==> config.mk <==
export PLATFORM = sky130hd
export DESIGN_NAME = alu_sequencer_flat
export DESIGN_NICKNAME = d
export VERILOG_FILES = /design/src/rtl/alu_seq_if.sv /design/src/rtl/alu_sequencer.sv /design/src/flat_wrapper.sv
export SDC_FILE = /design/constraint.sdc
export NUM_CORES = 1
export LEC_CHECK = 0
export BUFFER_PORTS_ARGS = -buffer_cell sky130_fd_sc_hd__clkbuf_2
export CORE_ASPECT_RATIO = 1.5
export CORE_MARGIN = 2
export CORE_UTILIZATION = 25
export CTS_CLUSTER_DIAMETER = 200
export DETAILED_ROUTE_END_ITERATION = 10
export GPL_ROUTABILITY_DRIVEN = 0
export PLACE_DENSITY = 0.56
export SYNTH_ARGS = -nofsm -noshare
export SYNTH_HDL_FRONTEND = slang
export SYNTH_SLANG_ARGS = --single-unit
==> constraint.sdc <==
create_clock -name core_clk -period 2.7 [get_ports core_clk]
set_clock_uncertainty 0.15 [all_clocks]
set_input_delay 0.27 -clock core_clk [delete_from_list [all_inputs] [get_ports core_clk]]
set_output_delay 0.27 -clock core_clk [all_outputs]
set_load 0.02 [all_outputs]
==> src/rtl/alu_seq_if.sv <==
// alu_seq_if: command handshake from decode plus the ALU control bundle driven by alu_sequencer.
interface alu_seq_if;
    logic        req_valid;
    logic [3:0]  req_op;
    logic [2:0]  req_bit;
    logic        req_ready;
    logic        stall;
    logic        alu_out_wr;
    logic [4:0]  alu_cntl;
    logic [2:0]  bit_op;
    logic [3:0]  a_wr_sel;
    logic        wb_strobe;
    logic        done;
    logic        err;
    logic [15:0] op_count;
    modport master (
        output req_valid, req_op, req_bit, stall,
        input  req_ready, alu_out_wr, alu_cntl, bit_op, a_wr_sel, wb_strobe, done, err, op_count
    );
    modport slave (
        input  req_valid, req_op, req_bit, stall,
        output req_ready, alu_out_wr, alu_cntl, bit_op, a_wr_sel, wb_strobe, done, err, op_count
    );
endinterface

==> src/rtl/alu_sequencer.sv <==
// alu_sequencer: steps one decoded ALU command through EXEC (and WB for 2-step ops), driving ALU strobes.
module alu_sequencer (
    input  logic      core_clk,
    input  logic      reset,
    alu_seq_if.slave  bus
);
    typedef enum logic [1:0] {IDLE, EXEC, WB} state_t;
    localparam logic [4:0] cntl_tab [16] = '{
        5'b00101, 5'b01110, 5'b01100, 5'b10000, 5'b01011, 5'b01000, 5'b00100, 5'b00000,
        5'b01111, 5'b01101, 5'b01001, 5'b00000, 5'b00000, 5'b00000, 5'b00000, 5'b00000
    };
    state_t      state, nxt;
    logic [3:0]  op;
    logic [2:0]  bit_idx;
    logic [15:0] count;
    logic        illegal, two_step;
    assign illegal  = op > 4'd10;
    assign two_step = !illegal && op >= 4'd6;
    assign bus.req_ready = state == IDLE;
    assign bus.op_count  = count;
    always_ff @(posedge core_clk or posedge reset) begin
        if (reset) begin
            state   <= IDLE;
            op      <= '0;
            bit_idx <= '0;
            count   <= '0;
        end else begin
            state <= nxt;
            if (bus.req_valid && bus.req_ready) begin
                op      <= bus.req_op;
                bit_idx <= bus.req_bit;
            end
            if (bus.done) count <= count + 16'd1;
        end
    end
    always_comb begin
        nxt            = state;
        bus.alu_out_wr = 1'b0;
        bus.a_wr_sel   = '0;
        bus.wb_strobe  = 1'b0;
        bus.done       = 1'b0;
        bus.err        = 1'b0;
        bus.alu_cntl   = (state == IDLE) ? 5'd0 : cntl_tab[op];
        bus.bit_op     = (state != IDLE && (op == 4'd5 || op == 4'd8)) ? bit_idx : 3'd0;
        case (state)
            IDLE: nxt = bus.req_valid ? EXEC : IDLE;
            EXEC: if (!bus.stall) begin
                bus.alu_out_wr = !illegal;
                bus.a_wr_sel   = (op < 4'd4) ? 4'b0001 << op[1:0] : 4'b0000;
                bus.done       = !two_step;
                bus.err        = illegal;
                nxt            = two_step ? WB : IDLE;
            end
            WB: if (!bus.stall) begin
                bus.wb_strobe = 1'b1;
                bus.done      = 1'b1;
                nxt           = IDLE;
            end
            default: nxt = IDLE;
        endcase
    end
endmodule
==> src/flat_wrapper.sv <==
// flat-port wrapper written by rule: the top's interface ports become plain ports
module alu_sequencer_flat 
  (core_clk, reset, bus_req_valid, bus_req_op, bus_req_bit, bus_stall, bus_req_ready, bus_alu_out_wr, bus_alu_cntl, bus_bit_op, bus_a_wr_sel, bus_wb_strobe, bus_done, bus_err, bus_op_count);
  alu_seq_if bus_i ();
  input  logic core_clk;
  input  logic reset;
  input wire logic [$bits(bus_i.req_valid)-1:0] bus_req_valid;
  input wire logic [$bits(bus_i.req_op)-1:0] bus_req_op;
  input wire logic [$bits(bus_i.req_bit)-1:0] bus_req_bit;
  input wire logic [$bits(bus_i.stall)-1:0] bus_stall;
  output wire logic [$bits(bus_i.req_ready)-1:0] bus_req_ready;
  output wire logic [$bits(bus_i.alu_out_wr)-1:0] bus_alu_out_wr;
  output wire logic [$bits(bus_i.alu_cntl)-1:0] bus_alu_cntl;
  output wire logic [$bits(bus_i.bit_op)-1:0] bus_bit_op;
  output wire logic [$bits(bus_i.a_wr_sel)-1:0] bus_a_wr_sel;
  output wire logic [$bits(bus_i.wb_strobe)-1:0] bus_wb_strobe;
  output wire logic [$bits(bus_i.done)-1:0] bus_done;
  output wire logic [$bits(bus_i.err)-1:0] bus_err;
  output wire logic [$bits(bus_i.op_count)-1:0] bus_op_count;
  assign bus_i.req_valid = bus_req_valid;
  assign bus_i.req_op = bus_req_op;
  assign bus_i.req_bit = bus_req_bit;
  assign bus_i.stall = bus_stall;
  assign bus_req_ready = bus_i.req_ready;
  assign bus_alu_out_wr = bus_i.alu_out_wr;
  assign bus_alu_cntl = bus_i.alu_cntl;
  assign bus_bit_op = bus_i.bit_op;
  assign bus_a_wr_sel = bus_i.a_wr_sel;
  assign bus_wb_strobe = bus_i.wb_strobe;
  assign bus_done = bus_i.done;
  assign bus_err = bus_i.err;
  assign bus_op_count = bus_i.op_count;
  alu_sequencer u_core (.core_clk(core_clk), .reset(reset), .bus(bus_i));
endmodule
==> results.json, run 1 <==
{
  "outcome": "finished, final reports clean",
  "power.density_mw_per_mm2": 881.5,
  "track_usage_pct": 10.38,
  "htreeDepth": 1,
  "drt_iter0_drc": 52,
  "root_buffer": "clkbuf_8",
  "min_period_ns": 2.441,
  "yosysWarningCount": 0,
  "antenna_found_initial": 0,
  "synth_area_mm2": 0.001418,
  "nets": 198,
  "setup_slack_ns": 0.2587,
  "cts_resized": 0,
  "worst_slew_pin_slew_ns": 0.3901,
  "via_per_inst": 4.405,
  "crit_chain": "inv_1 > ha_1 > and2b_1 > o21ai_2 > o32ai_4 > buf_4 > clkbuf_2",
  "period_share_pct": 90.42,
  "worst_hold_path_type": "in2reg",
  "crit_buf_inv": 3,
  "critPathCaptureType": "output pin",
  "fmax_ghz": 0.4096,
  "drt-total-wl_um": 3085,
  "crit_family": "buffers and inverters",
  "start_util_pct": 25.81,
  "grt.met3_usage_pct": 1.520,
  "busiest_layer": "met2",
  "io_pins": 44,
  "synth.top_cell.area_share_pct": 44.13,
  "setup_viol": 0,
  "worstPathRequired_ns": 2.28,
  "synth.largest_area_cell": "dfrtp_1",
  "grt_pass1_wl_um": 5071,
  "start_kind": "flip-flop",
  "cap_violations": 0,
  "crit_slowest_cell": "dfrtp_1",
  "grt_pass1_vias": 1050,
  "area_delta_synth_final_pct": 24.45,
  "synth_ff_type": "dfrtp_1",
  "num_vias": 1088,
  "async_reset_ff_share_pct": 100.0,
  "finalPower_mw": 1.555,
  "yosys-top-cells-area": "dfrtp_1 44%, xnor2_1 8.6%, ha_1 7.9%",
  "path_clk_slew_ns": 0.09,
  "finalSetupTns_ns": 0,
  "slew_headroom_pct": 73.99,
  "rows": 33,
  "use_met2_pct": 18.88,
  "worst-endpoint-arrival_ns": 2.02,
  "diodes": 0,
  "ys_seq_elements": 25,
  "cts_hold_buf": 1,
  "synth-edff-count": 0,
  "syn_nets": 152,
  "die_w_um": 65.49,
  "drv_slew": 0,
  "postSynthCellCount": 132,
  "grtUsageMet1_pct": 12.27,
  "worstSetupPathType": "reg2out",
  "clock_latency_ns": 0.27,
  "numCtsBuffers": 3,
  "portBuffers": 43,
  "critPathMaxStageDelay_ns": 0.44,
  "whs_ns": 0.08061,
  "clockBufferDepth": 2,
  "hold_viol": 0,
  "rsz0062_at_grt": "false",
  "gr-total-overflow": 0,
  "clkSinkCount": 25,
  "core_mm2": 0.005492,
  "postCtsSetupBuffers": 0,
  "fillCellCount": 590,
  "cts_tree": "done",
  "pre_cts_ws_ns": 0.5573,
  "die_area_mm2": 0.006301,
  "synth_cell_types": 33,
  "dpl.hpwl_um": 2367,
  "die_h_um": 96.23,
  "drc": 0,
  "postRouteAntennaNets": 0,
  "cp_max_fo": 17,
  "drive_above_1_share_pct": 33.90,
  "grt_max_degree": 26,
  "syn_avg_cell_area_um2": 10.74,
  "ys_seq_area_share_pct": 44.13,
  "worst_ir_drop_vdd_uv": 370.6,
  "wire_per_inst_um": 12.49,
  "dr.pass1.iters": 3,
  "p_leak_nw": 0.8570
}
==> synthesized netlist by cell type (3+ instances only) <==
library cell / instances
and3_1: 4
dfrtp_1: 25
nand3_1: 6
mux2_2: 8
and2_1: 10
clkbuf_1: 3
xnor2_1: 14
nand2b_1: 3
nor2_1: 6
inv_1: 7
a21oi_1: 6
nand4_1: 7
ha_1: 9
==> worst paths after layout <==
kind	endpoint	cells after the start	slack, ns	start
max	bus_done	7	0.26	u_core.op[0]$_DFFE_PP0P_
min	u_core.bit_idx[2]$_DFFE_PP0P_	2	0.08	bus_req_bit[2]
max reg2reg	u_core.bus.op_count[1]$_DFFE_PP0P_	7	0.54	u_core.op[0]$_DFFE_PP0P_
min reg2reg	u_core.bus.op_count[15]$_DFFE_PP0P_	1	0.33	u_core.bus.op_count[15]$_DFFE_PP0P_
max in group asynchronous	u_core.op[2]$_DFFE_PP0P_	4	1.73	reset
min in group asynchronous	u_core.bus.op_count[7]$_DFFE_PP0P_	4	0.42	reset
==> report_power, final <==
part           internal, mW  switching [mW]
Combinational         0.306           0.429
Sequential            0.464           0.126
Clock                 0.106           0.124
==> sequential cells by signal (all words and copies together) (netlist names) <==
signal and count:
u_core.bus.op_count 16, u_core.op 4, u_core.bit_idx 3, u_core.state 2
==> metrics by stage <==
stage | util [%] | std cells | instance area (um^2)
after global routing | 32.13 | 247 | 1764
after detailed placement | 31.12 | 242 | 1709
after CTS | 32.13 | 247 | 1764
final | 32.13 | 247 | 1764
after global placement | 31.12 | 242 | 1709
after floorplan | - | 132 | 1418
==> area by class of cell <==
class                      count  area, um^2  share of cell area [%]
clock buffer                   4       45.04                   2.553
multi-input combinational     95       739.5                   41.91
timing repair buffer          46       240.2                   13.62
sequential                    25       625.6                   35.46
tap                           70       87.58                   4.965
inverter                       7       26.28                   1.489
==> routing by layer <==
metal  vias up  wire (um)
met1       512       1315
met4         0         21
met3         2        119
li1        545          -
met5         -          0
met2        29       1629
==> cell usage in the layout, fill, tap and decap left out, drive strengths merged, types with 2 or more instances in the layout <==
cell	n
a21oi	6
and2	10
and3	4
and4	2
buf	2
clkbuf	47
dfrtp	25
ha	9
inv	7
mux2	8
nand2	2
nand2b	3
nand3	7
nand3b	2
nand4	7
nor2	6
o21ai	3
xnor2	14
==> kinds of logic after synthesis <==
family          synth area share, %
simple gates                  20.92
flops                         44.13
xor+xnor                      9.268
compound gates                6.974
buf+inv                       3.707
mux                           7.061
fa+ha+maj                     7.944
(Power assumes the default switching activity.)
==> inputs of run 2 (changes only) <==
Settings changed: BUFFER_PORTS_ARGS -buffer_cell sky130_fd_sc_hd__clkbuf_2 to default, DONT_BUFFER_PORTS from default to 1, PLACE_DENSITY 0.56 to 0.49.
==> results.json, run 2 (synthesis gave the netlist of run 1 again) <==
{
  "num_vias": 1001,
  "io_pins": 44,
  "area_delta_synth_final_pct": 14.83,
  "worstSetupPathType": "reg2out",
  "drv_slew": 0,
  "slew_headroom_pct": 37.72,
  "dr.pass1.iters": 3,
  "postRouteAntennaNets": 0,
  "nets": 163,
  "finalSetupTns_ns": 0,
  "cp_max_fo": 17,
  "final_cell_mix": "25 x dfrtp_1, 14 x xnor2_1, 10 x and2_1",
  "clockBufferDepth": 2,
  "setup_viol": 0,
  "die_h_um": 96.23,
  "via_per_inst": 4.722,
  "rsz0062_at_grt": "false",
  "seq_area_um2": 625.6,
  "drt_iter0_drc": 15,
  "drt-total-wl_um": 3064,
  "path_clk_slew_ns": 0.09,
  "p_int_uw": 826.6,
  "die_w_um": 65.49,
  "fmax_ghz": 0.4152,
  "htreeDepth": 1,
  "largest_reg_flops": 16,
  "highest_layer": "met3",
  "track_usage_pct": 9.866,
  "crit_family": "buffers and inverters",
  "grt_pass1_wl_um": 4974,
  "finalPower_mw": 1.498,
  "layout_commonest_cell": "dfrtp_1",
  "die_area_mm2": 0.006301,
  "clockPowerShare_pct": 14.7,
  "fillCellCount": 586,
  "diodes": 0,
  "clkSinkCount": 25,
  "worstPathRequired_ns": 2.28,
  "core_mm2": 0.005492,
  "worst_hold_path_type": "in2reg",
  "cap_violations": 0,
  "min_period_ns": 2.408,
  "cts_hold_buf": 6,
  "crit_chain": "inv_1 > ha_1 > and2b_1 > o21ai_2 > o32ai_4 > buf_4 > buf_4",
  "start_kind": "flip-flop",
  "dpl.hpwl_um": 2384,
  "grt_pass1_vias": 1050,
  "grt_max_degree": 26,
  "worst_ir_drop_vdd_uv": 315.4,
  "power.density_mw_per_mm2": 920.3,
  "period_share_pct": 89.20,
  "gr-total-overflow": 0,
  "crit_slowest_cell": "dfrtp_1",
  "drive_above_1_share_pct": 13.38,
  "critPathMaxStageDelay_ns": 0.45,
  "worst-endpoint-arrival_ns": 1.99,
  "cts_resized": 0,
  "portBuffers": 0,
  "start_util_pct": 25.81,
  "wl_met2_um": 1590,
  "rows": 33,
  "drc": 0,
  "cts_tree": "done",
  "clock_latency_ns": 0.26,
  "critPathMostFrequentCell": "buf_4",
  "wl_met1_um": 1205,
  "outcome": "finished, final reports clean",
  "power_switching_uw": 671.4,
  "antenna_found_initial": 0,
  "postCtsSetupBuffers": 0,
  "wire_per_inst_um": 14.45,
  "hold_viol": 0,
  "root_buffer": "clkbuf_8",
  "crit_buf_inv": 3,
  "worst_slew_pin_slew_ns": 0.9332,
  "whs_ns": 0.02222,
  "p_comb_share_pct": 43.2,
  "p_sw_share_pct": 44.82,
  "critPathCaptureType": "output pin",
  "wl_met3_um": 268,
  "numCtsBuffers": 3,
  "p_seq_share_pct": 42.1,
  "p_leak_nw": 0.7024,
  "multi_input_area_um2": 739.5
}
[run 2: stage by stage]
stage | instances | cell area (um^2) | worst slack (ns) | utilization [%]
2_1_floorplan | 132 | 1418 | 0.6674 | -
3_3_place_gp | 200 | 1501 | 0.6040 | 27.34
3_5_place_dp | 200 | 1501 | 0.5613 | 27.34
4_1_cts | 210 | 1608 | 0.2836 | 29.28
5_1_grt | 212 | 1628 | 0.1687 | 29.64
6_report | 212 | 1628 | 0.2915 | 29.64
[run 2: layout make-up]
cell class | count | share of cell area (%)
inverters | 7 | 1.614
well taps | 70 | 5.380
multi-input cells | 95 | 45.43
clock buffers | 3 | 2.537
repair buffers | 11 | 6.303
flip-flops and latches | 25 | 38.43
clock inverters | 1 | 0.3075
[run 2: power groups by stage]
stage	Combinational [mW]	Clock, mW	Sequential [mW]
floorplan	0.572	0	0.574
global placement	0.618	0	0.630
detailed placement	0.640	0	0.641
CTS	0.652	0.229	0.633
global route	0.718	0.249	0.651
finish	0.647	0.220	0.631
[run 2: path summary, 6_finish.rpt]
check                      slack (ns)                          start                            endpoint  cells past startpoint
max reg2reg                      0.55       u_core.op[0]$_DFFE_PP0P_  u_core.bus.op_count[1]$_DFFE_PP0P_                      7
min                              0.02                  bus_req_valid         u_core.state[0]$_DFFE_PP0P_                      2
min in group asynchronous        0.50                          reset  u_core.bus.op_count[4]$_DFFE_PP0P_                      2
max in group asynchronous        1.33                          reset       u_core.bit_idx[1]$_DFFE_PP0P_                      2
min reg2reg                      0.36  u_core.bit_idx[1]$_DFFE_PP0P_       u_core.bit_idx[1]$_DFFE_PP0P_                      1
max                              0.29       u_core.op[0]$_DFFE_PP0P_                            bus_done                      7
[run 2: layer usage]
layer / vias up / global-route usage, %
met3: 0 / 3.509
met5: - / 0
met2: 38 / 19.30
met4: 0 / 2.083
met1: 492 / 9.811
li1: 471 / -
==> inputs of run 3 (changes only) <==
Settings changed: ABC_AREA from default to 1, SLEW_MARGIN from default to 40.
==> results.json, run 3 <==
{
  "clkSinkCount": 25,
  "setup_slack_ns": 0.4284,
  "syn_nets": 259,
  "power.density_mw_per_mm2": 774.5,
  "ys_seq_elements": 25,
  "diodes": 0,
  "numCtsBuffers": 3,
  "drive_above_1_share_pct": 7.054,
  "post-synth-top-count-cell": "nand2_1",
  "power_switching_uw": 681.6,
  "syn_avg_cell_area_um2": 7.062,
  "pre_cts_ws_ns": 0.6971,
  "yosysWarningCount": 0,
  "worstSetupPathType": "reg2out",
  "crit_chain": "inv_1 > ha_1 > nand2_1 > nand3_1 > nor2_2 > nor2_2 > nor2_4",
  "fmax_ghz": 0.4402,
  "synth_area_mm2": 0.001688,
  "die_h_um": 104.6,
  "drc": 0,
  "nets": 262,
  "crit_buf_inv": 1,
  "grt_pass1_vias": 1379,
  "whs_ns": -0.002530,
  "worst_hold_path_type": "in2reg",
  "path_clk_slew_ns": 0.09,
  "critPathMostFrequentCell": "nor2_2",
  "slew_headroom_pct": 58.11,
  "start_kind": "flip-flop",
  "drt_iter0_drc": 49,
  "track_usage_pct": 11.23,
  "finalPower_mw": 1.407,
  "critPathMaxStageDelay_ns": 0.40,
  "final_util_pct": 27.82,
  "grt_max_degree": 26,
  "ys_seq_area_share_pct": 37.06,
  "min_period_ns": 2.272,
  "via_per_inst": 4.539,
  "worst-endpoint-arrival_ns": 1.85,
  "cts_tree": "done",
  "cap_violations": 0,
  "clockPowerShare_pct": 16.3,
  "area_delta_synth_final_pct": 7.635,
  "grt_pass1_wl_um": 6679,
  "p_sw_share_pct": 48.44,
  "dpl.hpwl_um": 3149,
  "root_buffer": "clkbuf_8",
  "synth.top_cell.area_share_pct": 37.06,
  "synth_ff_type": "dfrtp_1",
  "async_reset_ff_share_pct": 100.0,
  "clock_latency_ns": 0.27,
  "synth.largest_area_cell": "dfrtp_1",
  "violations": "negative hold slack",
  "largest_reg_flops": 16,
  "start_util_pct": 25.84,
  "p_int_uw": 725.5,
  "period_share_pct": 84.13,
  "die_area_mm2": 0.007439,
  "htreeDepth": 1,
  "postSynthCellCount": 239,
  "rows": 36,
  "cp_max_fo": 8,
  "worstPathRequired_ns": 2.28,
  "critPathCaptureType": "output pin",
  "gr-total-overflow": 0,
  "dr.pass1.iters": 3,
  "io_pins": 44,
  "setup_viol": 0,
  "num_vias": 1439,
  "wire_per_inst_um": 12.61,
  "clockBufferDepth": 2,
  "fillCellCount": 729,
  "yosys-top-cells-area": "dfrtp_1 37%, nand2_1 18%, ha_1 6.7%",
  "crit_family": "simple AND/OR/NAND/NOR gates",
  "synth_cell_types": 27,
  "portBuffers": 0,
  "hold_viol": 1,
  "worst_ir_drop_vdd_uv": 176.5,
  "synth_common_cells": "83 x nand2_1, 30 x nor2_1, 25 x dfrtp_1, 22 x inv_1, 20 x nand3_1",
  "antenna_found_initial": 0,
  "p_leak_nw": 0.8894,
  "p_seq_share_pct": 40.4,
  "drt-total-wl_um": 3998,
  "outcome": "complete, but fails checks",
  "cts_resized": 0,
  "postRouteAntennaNets": 0,
  "postCtsSetupBuffers": 0,
  "die_w_um": 71.09,
  "core_mm2": 0.006531,
  "rsz0062_at_grt": "false",
  "final_cell_mix": "83 x nand2_1, 30 x nor2_1, 25 x dfrtp_1",
  "p_comb_share_pct": 43.3,
  "worst_slew_pin_slew_ns": 0.6236,
  "finalSetupTns_ns": 0,
  "layout_commonest_cell": "nand2_1",
  "crit_slowest_cell": "dfrtp_1",
  "drv_slew": 0,
  "synth-edff-count": 0
}
## run 3: cell types whose count changed after synthesis, sizes merged, moves of 6 or more
cell / change
inv: +18
nand2: +84
mux2: -8
nor2: +28
and2: -10
a21oi: +6
nand3: +15
xnor2: -11
## run 3: power by group through the flow
stage                     sequential [mW]  clock (mW)  combinational (mW)
after floorplan                     0.531           0               0.566
after global placement              0.574           0               0.616
after detailed placement            0.577           0               0.621
after CTS                           0.570       0.240               0.624
after global routing                0.583       0.248               0.692
final                               0.569       0.229               0.609
## run 3: cell families (layout without fill, tap and decap cells)
| family | count (synthesis) | after routing | share of synthesized area [%] |
|---|---|---|---|
| AOI/OAI and AO/OA | 18 | 18 | 5.856 |
| xor gates and xnor gates | 8 | 8 | 4.151 |
| adders and majority gates | 9 | 9 | 6.672 |
| buffers and inverters | 30 | 32 | 7.857 |
| DFF | 25 | 25 | 37.06 |
| and+or+nand+nor | 149 | 149 | 38.40 |
## run 3: what timing repair did
item / CTS / global route
setup endpoints to repair: 0 / 0
hold buffers: 1 / 1
hold endpoints to repair: 25 / 1
## run 3: metrics by stage
step	hold slack [ns]	instance area, um^2	std cells
global route	0.002910	1817	317
global placement	0.09873	1752	311
floorplan	0.1473	1688	239
detailed placement	0.1040	1752	311
finish	-0.002530	1817	317
CTS	0.0009555	1807	316
## run 3: path summary, 6_finish.rpt
| check | from | end | slack (ns) | depth (start not counted) |
|---|---|---|---|---|
| max | u_core.op[0]$_DFFE_PP0P_ | bus_done | 0.43 | 7 |
| max in group asynchronous | reset | u_core.bus.op_count[2]$_DFFE_PP0P_ | 1.80 | 3 |
| max reg2reg | u_core.state[0]$_DFFE_PP0P_ | u_core.op[0]$_DFFE_PP0P_ | 0.75 | 5 |
| min reg2reg | u_core.bit_idx[1]$_DFFE_PP0P_ | u_core.bit_idx[1]$_DFFE_PP0P_ | 0.37 | 2 |
| min | bus_req_op[2] | u_core.op[2]$_DFFE_PP0P_ | -0.003 | 2 |
| min in group asynchronous | reset | u_core.bit_idx[1]$_DFFE_PP0P_ | 0.34 | 3 |
## run 3: final cells by class
cell class	count	area, um^2	share of cell area (%)
multi-input cells	184	929.6	51.17
inverters	25	93.84	5.165
well taps	76	95.09	5.234
flip-flops and latches	25	625.6	34.44
clock buffers	4	45.04	2.479
repair buffers	3	27.53	1.515
## run 3: layer usage
metal	vias up	track usage [%]	part of all wire, %
met3	4	2.122	4.7
met4	0	4.447	1.6
li1	755	-	-
met1	649	13.10	42
met2	31	19.83	52
met5	-	0	0
